`src/rtl/idma_irq_ctrl_if.sv`:
```
// ============================================================================
//  Module      : idma_irq_ctrl_if
//  Description : 64-bit register bus between the system wrapper (master) and
//                the iDMA interrupt controller (slave). Zero-wait handshake:
//                ready, rdata and error answer in the same cycle as valid.
//  Revision    : 1.0 - initial release
// ============================================================================
`default_nettype none

interface idma_irq_ctrl_if;
    logic        valid;
    logic        write;
    logic [5:0]  addr;
    logic [63:0] wdata;
    logic [7:0]  wstrb;
    logic [63:0] rdata;
    logic        ready;
    logic        error;

    modport master (
        output valid, write, addr, wdata, wstrb,
        input  rdata, ready, error
    );

    modport slave (
        input  valid, write, addr, wdata, wstrb,
        output rdata, ready, error
    );
endinterface

`default_nettype wire

```
`src/rtl/idma_irq_ctrl.sv`:
```
// ============================================================================
//  Module      : idma_irq_ctrl
//  Description : Interrupt controller for multi-channel iDMA. Read/write done
//                pulses set W1C pending bits (IPSR), masked by IER into one
//                interrupt line per source. Source 2c = channel c read,
//                source 2c+1 = channel c write.
//                Optional per-source event coalescing (count threshold plus
//                timeout) is built when IDMA_IRQ_COAL_EN is defined.
//  Revision    : 1.0 - initial release
// ============================================================================
`default_nettype none

module idma_irq_ctrl #(
    parameter int unsigned NumCh    = 1,
    parameter int unsigned CntWidth = 8,
    parameter int unsigned TmrWidth = 16
) (
    input  wire logic                 clk_i,
    input  wire logic                 rst_ni,
    input  wire logic [NumCh-1:0]     r_done_i,
    input  wire logic [NumCh-1:0]     w_done_i,
    idma_irq_ctrl_if.slave            reg_bus,
    output logic      [2*NumCh-1:0]   irq_o,
    output logic                      irq_any_o
);

    localparam int unsigned NUM_SRC = 2 * NumCh;

    // Register index = addr[5:3]
    localparam logic [2:0] IDX_IPSR    = 3'd0;
    localparam logic [2:0] IDX_IER     = 3'd1;
    localparam logic [2:0] IDX_THRESH  = 3'd2;
    localparam logic [2:0] IDX_TIMEOUT = 3'd3;
    localparam logic [2:0] IDX_STAT    = 3'd4;

    logic [NUM_SRC-1:0] ev;
    logic [NUM_SRC-1:0] set_pend;
    logic [NUM_SRC-1:0] stat;
    logic [NUM_SRC-1:0] ipsr;
    logic [NUM_SRC-1:0] ier;

    logic [2:0]  reg_idx;
    logic        addr_ok;
    logic        wr_en;
    logic [63:0] wmask;
    logic [63:0] wd;
    logic [63:0] rdata_mux;

    // ------------------------------------------------------------------
    // Event vector: interleave read/write done pulses per channel
    // ------------------------------------------------------------------
    for (genvar c = 0; c < NumCh; c++) begin : g_ev
        assign ev[2*c]   = r_done_i[c];
        assign ev[2*c+1] = w_done_i[c];
    end

    // ------------------------------------------------------------------
    // Bus decode
    // ------------------------------------------------------------------
    assign reg_idx = reg_bus.addr[5:3];
    assign addr_ok = (reg_bus.addr[2:0] == 3'd0) && (reg_idx <= IDX_STAT);
    assign wr_en   = reg_bus.valid && reg_bus.write && addr_ok;

    for (genvar b = 0; b < 8; b++) begin : g_wmask
        assign wmask[8*b +: 8] = {8{reg_bus.wstrb[b]}};
    end

    // Write data with disabled byte lanes forced to zero
    assign wd = reg_bus.wdata & wmask;

    assign reg_bus.ready = reg_bus.valid;
    assign reg_bus.error = reg_bus.valid && !addr_ok;

`ifdef IDMA_IRQ_COAL_EN
    logic [CntWidth-1:0] thresh;
    logic [TmrWidth-1:0] timeout;
    logic [CntWidth-1:0] thr_eff;

    // A stored threshold of 0 behaves as 1 (fire on every event)
    assign thr_eff = (thresh == '0) ? {{(CntWidth-1){1'b0}}, 1'b1} : thresh;

    // Threshold and timeout registers, byte-lane writable
    always_ff @(posedge clk_i or negedge rst_ni) begin
        if (!rst_ni) begin
            thresh  <= {{(CntWidth-1){1'b0}}, 1'b1};
            timeout <= '0;
        end else begin
            if (wr_en && (reg_idx == IDX_THRESH)) begin
                thresh <= (thresh & ~wmask[CntWidth-1:0]) | wd[CntWidth-1:0];
            end
            if (wr_en && (reg_idx == IDX_TIMEOUT)) begin
                timeout <= (timeout & ~wmask[TmrWidth-1:0]) | wd[TmrWidth-1:0];
            end
        end
    end

    for (genvar s = 0; s < NUM_SRC; s++) begin : g_coal
        logic [CntWidth-1:0] cnt;
        logic [TmrWidth-1:0] tmr;
        logic [CntWidth:0]   cnt_sum;
        logic [TmrWidth:0]   tmr_inc;
        logic                hit_cnt;
        logic                hit_tmr;

        // One extra bit on sum/increment so comparisons see the true value
        assign cnt_sum = {1'b0, cnt} + {{CntWidth{1'b0}}, ev[s]};
        assign tmr_inc = {1'b0, tmr} + {{TmrWidth{1'b0}}, 1'b1};
        assign hit_cnt = cnt_sum >= {1'b0, thr_eff};
        assign hit_tmr = (timeout != '0) && (cnt != '0) && (tmr_inc >= {1'b0, timeout});

        assign set_pend[s] = hit_cnt || hit_tmr;
        assign stat[s]     = (cnt != '0);

        // Count events toward the threshold; the timer runs only while a batch is open
        always_ff @(posedge clk_i or negedge rst_ni) begin
            if (!rst_ni) begin
                cnt <= '0;
                tmr <= '0;
            end else if (hit_cnt) begin
                cnt <= '0;
                tmr <= '0;
            end else if (hit_tmr) begin
                // An event arriving with the timeout opens the next batch
                cnt <= {{(CntWidth-1){1'b0}}, ev[s]};
                tmr <= '0;
            end else begin
                cnt <= cnt_sum[CntWidth] ? '1 : cnt_sum[CntWidth-1:0];
                if (cnt_sum != '0) begin
                    tmr <= tmr_inc[TmrWidth] ? '1 : tmr_inc[TmrWidth-1:0];
                end else begin
                    tmr <= '0;
                end
            end
        end
    end

    logic unused_bits;
    assign unused_bits = ^wd;
`else
    // Without coalescing every event sets its pending bit directly
    assign set_pend = ev;
    assign stat     = '0;

    logic unused_bits;
    assign unused_bits = ^{wd, CntWidth[0], TmrWidth[0]};
`endif

    // Pending (W1C, set wins over clear) and enable registers
    always_ff @(posedge clk_i or negedge rst_ni) begin
        if (!rst_ni) begin
            ipsr <= '0;
            ier  <= '0;
        end else begin
            ipsr <= (ipsr & ~((wr_en && (reg_idx == IDX_IPSR)) ? wd[NUM_SRC-1:0] : '0))
                  | set_pend;
            if (wr_en && (reg_idx == IDX_IER)) begin
                ier <= (ier & ~wmask[NUM_SRC-1:0]) | wd[NUM_SRC-1:0];
            end
        end
    end

    // Read data multiplexer; zero when idle or on an errored access
    always_comb begin
        rdata_mux = '0;
        case (reg_idx)
            IDX_IPSR:    rdata_mux = 64'(ipsr);
            IDX_IER:     rdata_mux = 64'(ier);
`ifdef IDMA_IRQ_COAL_EN
            IDX_THRESH:  rdata_mux = 64'(thresh);
            IDX_TIMEOUT: rdata_mux = 64'(timeout);
`endif
            IDX_STAT:    rdata_mux = 64'(stat);
            default:     rdata_mux = '0;
        endcase
    end

    assign reg_bus.rdata = (reg_bus.valid && addr_ok) ? rdata_mux : '0;

    assign irq_o     = ipsr & ier;
    assign irq_any_o = |irq_o;

endmodule

`default_nettype wire
```
`src/flat_wrapper.sv`:
```
// flat-port wrapper written by rule: the top's interface ports become plain ports
module idma_irq_ctrl_flat 
#(
    parameter int unsigned NumCh    = 1,
    parameter int unsigned CntWidth = 8,
    parameter int unsigned TmrWidth = 16
)
  (clk_i, rst_ni, r_done_i, w_done_i, irq_o, irq_any_o, reg_bus_valid, reg_bus_write, reg_bus_addr, reg_bus_wdata, reg_bus_wstrb, reg_bus_rdata, reg_bus_ready, reg_bus_error);
  idma_irq_ctrl_if reg_bus_i ();
  input  wire logic clk_i;
  input  wire logic rst_ni;
  input  wire logic [NumCh-1:0] r_done_i;
  input  wire logic [NumCh-1:0] w_done_i;
  output logic      [2*NumCh-1:0] irq_o;
  output logic irq_any_o;
  input wire logic [$bits(reg_bus_i.valid)-1:0] reg_bus_valid;
  input wire logic [$bits(reg_bus_i.write)-1:0] reg_bus_write;
  input wire logic [$bits(reg_bus_i.addr)-1:0] reg_bus_addr;
  input wire logic [$bits(reg_bus_i.wdata)-1:0] reg_bus_wdata;
  input wire logic [$bits(reg_bus_i.wstrb)-1:0] reg_bus_wstrb;
  output wire logic [$bits(reg_bus_i.rdata)-1:0] reg_bus_rdata;
  output wire logic [$bits(reg_bus_i.ready)-1:0] reg_bus_ready;
  output wire logic [$bits(reg_bus_i.error)-1:0] reg_bus_error;
  assign reg_bus_i.valid = reg_bus_valid;
  assign reg_bus_i.write = reg_bus_write;
  assign reg_bus_i.addr = reg_bus_addr;
  assign reg_bus_i.wdata = reg_bus_wdata;
  assign reg_bus_i.wstrb = reg_bus_wstrb;
  assign reg_bus_rdata = reg_bus_i.rdata;
  assign reg_bus_ready = reg_bus_i.ready;
  assign reg_bus_error = reg_bus_i.error;
  idma_irq_ctrl #(.NumCh(NumCh), .CntWidth(CntWidth), .TmrWidth(TmrWidth)) u_core (.clk_i(clk_i), .rst_ni(rst_ni), .r_done_i(r_done_i), .w_done_i(w_done_i), .reg_bus(reg_bus_i), .irq_o(irq_o), .irq_any_o(irq_any_o));
endmodule
```
`config.mk`:
```
export PLATFORM = sky130hd
export DESIGN_NAME = idma_irq_ctrl_flat
export DESIGN_NICKNAME = d
export VERILOG_FILES = /design/src/rtl/idma_irq_ctrl_if.sv /design/src/rtl/idma_irq_ctrl.sv /design/src/flat_wrapper.sv
export SDC_FILE = /design/constraint.sdc
export NUM_CORES = 1
export LEC_CHECK = 0
export CAP_MARGIN = 0
export CORE_AREA = 2 2 55 83
export CTS_BUF_LIST = sky130_fd_sc_hd__clkbuf_8
export DETAILED_ROUTE_END_ITERATION = 16
export DIE_AREA = 0 0 57 85
export PLACE_DENSITY_LB_ADDON = 0.05
export SLEW_MARGIN = 20
export SYNTH_ARGS = -nofsm -noshare
export SYNTH_HDL_FRONTEND = slang
export SYNTH_SLANG_ARGS = --single-unit
```
`constraint.sdc`:
```
create_clock -name clk_i -period 1.3 [get_ports clk_i]
set_input_delay 0.26 -clock clk_i [delete_from_list [all_inputs] [get_ports clk_i]]
set_output_delay 0.26 -clock clk_i [all_outputs]
set_load 0.005 [all_outputs]
```
After elaboration in Yosys (flattened, before gate mapping)
Cells that the tools add are included.

Multipliers: 0. Equality and inequality tests: 1. Reductions and logical operators: 11. Bitwise logic cells: 8. $lt $le $gt $ge: 1. Muxes and demuxes: 3. Div/mod/pow operators: 0. Add/subtract/negate cells: 0. Shift-type cells: 0.

Operators by type and width (number): $and 2x2->2 (4); $logic_and 1x1->1 (7); $logic_not 3->1 (2); $mux 2 (2); $not 2->2 (2); $or 2x2->2 (2); $pmux 2 s2 (1); $eq 3x1->1 const B (1); $le 3x3->1 const B (1); $reduce_or 2->1 (1); $logic_not 1->1 (1).

Memories kept: 0. Word-level logic and storage cells: 26. Bits in writable memories: 0. Register bits: 4. Bits in read-only memories: 0. Latch bits: 0.

Longest topological paths before layout
Depth after elaboration: 8. Gate-level depth with buffers: 3. Depth with buffers taken out: 3.

Worst setup path before layout
Ideal clock, no wire load.

Path kind: reg2out. Start point: register (tool-made name). End point: output port irq_any_o. Data required time: 1.040 ns. Stages on the path, launching flop included: 3. Path slack: 0.217 ns. Arrival time: 0.823 ns. Cell sequence: dfrtp_1 and2_1 or2_2.

RTL lines: end, declared (line flat_wrapper.sv:15) `output logic irq_any_o;`.

==> impl_metrics.csv <==
group,metric,value,unit
global_routing,grt_pass1_wl,2035,um
global_routing,grt_pass1_vias,404,
worst_setup_path,required,1.04,ns
layout,diodes,0,
synth,synth_cells,90,
run_status,violations,"setup timing",
clock_tree,cts_tree,"yes",
worst_setup_path,cp_max_fo,3,
timing,clock.fmax,0.7363,GHz
placement,place_congestion,0.7146,
floorplan,boundaryPins,153,
synth,ys_seq_area_frac,0.1322,
placement,hpwl,1320,um
worst_setup_path,cpLargestDelayFamily,"flip-flops",
worst_setup_path,max_stage_delay,0.39,ns
route,dr.first_iter.drc_count,3,
route,ant_nets,0,
synth,synth_cell_type_count,18,
global_routing,grt_max_degree,5,
global_routing,use_met1,0.06753,
worst_setup_path,cp_num_cells,3,
clock_tree,root_buffer,"clkbuf_8",
floorplan,dieArea,4845,um^2
worst_hold_path,hold_class,"in2async",
route,firstDrtPassIters,2,
placement,dp_cells,163,
worst_setup_path,startpoint_type,"flop",
global_routing,antenna_found_initial,0,
synth,ys_ff_latch,4,
route,finalWirelength,1459,um
floorplan,initial_utilization,0.1830,
worst_setup_path,ff2ff_path_depth,2,
global_routing,overflow,0,
timing,slew_violations,0,
power,ir_drop,0.4267,mV
flow_run,drv_cap,0,
worst_setup_path,endpoint_kind,"output port",
layout,finalNonFillerCells,170,
worst_setup_path,critPathBufInv,1,
worst_setup_path,slowest_stage,"dfrtp_1",
clock_tree,hold_buffers,0,
global_routing,globalRouteMet3Util,0.01524,
power,p_leak,0.5216,nW
timing,finClkSkew,0,ns
synth,yosysWarnings,0,
layout,area_growth,27.27,%
clock_tree,cts_inserted_buffers,3,
worst_setup_path,crit_chain,"and2_4 -> or2_4 -> buf_6",
route,vias,486,
clock_tree,clk_pin_slew_worst_paths,0.03,ns
placement,numPortBuffers,21,
global_routing,grt.total_usage,0.05494,
floorplan,rows,29,
clock_tree,clock_sinks,4,
global_routing,gr-usage-met2,0.08464,
timing,setup_viol,2,
layout,fin_util,0.2329,
layout,nets,210,
floorplan,die_h,85,um
route,drt_drc_violations_left,0,
timing,period_needed,1.358,ns
timing,setup_ws,-0.05815,ns
power,pwr_density_cell,591.4,nW/um^2
worst_setup_path,r2r_slack,0.42,ns
synth,synth_area,757.0,um^2
route,wire_per_inst,8.582,um
run_status,outcome,"finished with violations",
timing,timing.final.crit_share,1.045,
timing,rsz0062_at_grt,"yes",
layout,drive_gt1_frac,0.3065,
worst_setup_path,cp.arrival,1.10,ns
clock_tree,cts_buffer_depth,2,
worst_setup_path,endpoint,"irq_any_o",
floorplan,die_w,57,um
clock_tree,cts.htree.levels,1,
worst_setup_path,path_class,"reg2out",
route,drt-vias-per-instance,2.859,
floorplan,core-area,4136,um^2
global_routing,busiest_layer,"met2",
clock_tree,clk_latency,0.22,ns
timing,hold_viol,0,
synth,syn_avg_cell_area,8.411,um^2
## repair_timing
| action | in CTS | in global routing |
|---|---|---|
| setup buffers | 4 | 0 |
| pin swaps | 7 | 5 |
| resized for setup | 51 | 16 |
| setup endpoints to repair | 11 | 6 |
## cell usage in the layout (no fill, tap or decap), types with 2 or more instances in the layout
master	n
nand4_1	2
and2_4	2
dlygate4sd2_1	2
clkbuf_8	3
clkdlybuf4s50_1	8
buf_6	9
a21o_1	2
clkdlybuf4s15_1	2
conb_1	62
mux2_4	2
buf_4	8
nor2b_1	2
dfrtp_1	4
buf_2	3
## report_power, final
group	internal (mW)	switching [mW]	total, mW	leakage, nW
combinational	0.0911	0.0881	0.179	0.455
sequential	0.129	0.00274	0.131	0.0451
clock	0.197	0.0622	0.259	0.0216
total	0.417	0.153	0.570	0.522
## how the worst min path moves through the flow
stage          startpoint                    endpoint  slack [ns]  cells past startpoint
6_report           rst_ni              u_core.ipsr[0]        0.27                      1
5_1_grt            rst_ni              u_core.ipsr[0]        0.28                      1
3_5_place_dp       rst_ni              u_core.ipsr[0]        0.50                      1
4_1_cts            rst_ni              u_core.ipsr[0]        0.27                      1
3_3_place_gp       rst_ni              u_core.ipsr[0]        0.50                      1
2_1_floorplan      rst_ni  asynchronous set/reset pin       -0.04                      0
## cells in the mapped netlist, drive strengths merged
library cell / instances / area (um^2)
and2: 3 / 20.02
o21ai: 1 / 5.000
nor3: 1 / 16.27
nand4: 3 / 25.02
or2: 1 / 6.260
nand2: 1 / 3.750
mux2: 2 / 22.52
nor2: 2 / 7.510
mux2i: 2 / 20.02
nor2b: 2 / 12.51
a21boi: 1 / 7.510
conb: 1 / 3.750
buf: 63 / 473.0
nor3b: 1 / 18.77
dfrtp: 4 / 100.1
a21o: 2 / 15.01
## through the flow
step / instance area [um^2] / TNS [ns] / worst slack, ns / hold slack, ns / total power [mW]
global placement: 840.8 / -3.763 / -0.6538 / 0.5029 / 0.2886
global route: 963.4 / -0.1609 / -0.08736 / 0.2767 / 0.6058
finish: 963.4 / -0.06023 / -0.05815 / 0.2708 / 0.5697
CTS: 914.6 / -0.1408 / -0.07326 / 0.2713 / 0.5590
detailed placement: 840.8 / -3.801 / -0.6805 / 0.5014 / 0.2868
floorplan: 985.9 / 0 / 0.2168 / -0.03559 / 0.3340
## cells by family after synthesis
family          synth area share
mux                      0.05620
compound gates           0.03636
flops                     0.1322
other cells             0.004954
simple gates              0.1455
buf+inv                   0.6248
## final cells by class
class / instances / area [um^2]
flip-flops and latches: 4 / 100.1
multi-input cells: 84 / 465.4
clock buffers: 3 / 41.29
fillers: 484 / 3173
well taps: 46 / 57.56
repair buffers: 33 / 299.0
## metal layers
layer	wire length, um	part of all wire
met2	783	0.54
met4	0	0
met1	537	0.37
met3	138	0.095
met5	0	0
(Power assumes the default switching activity.)
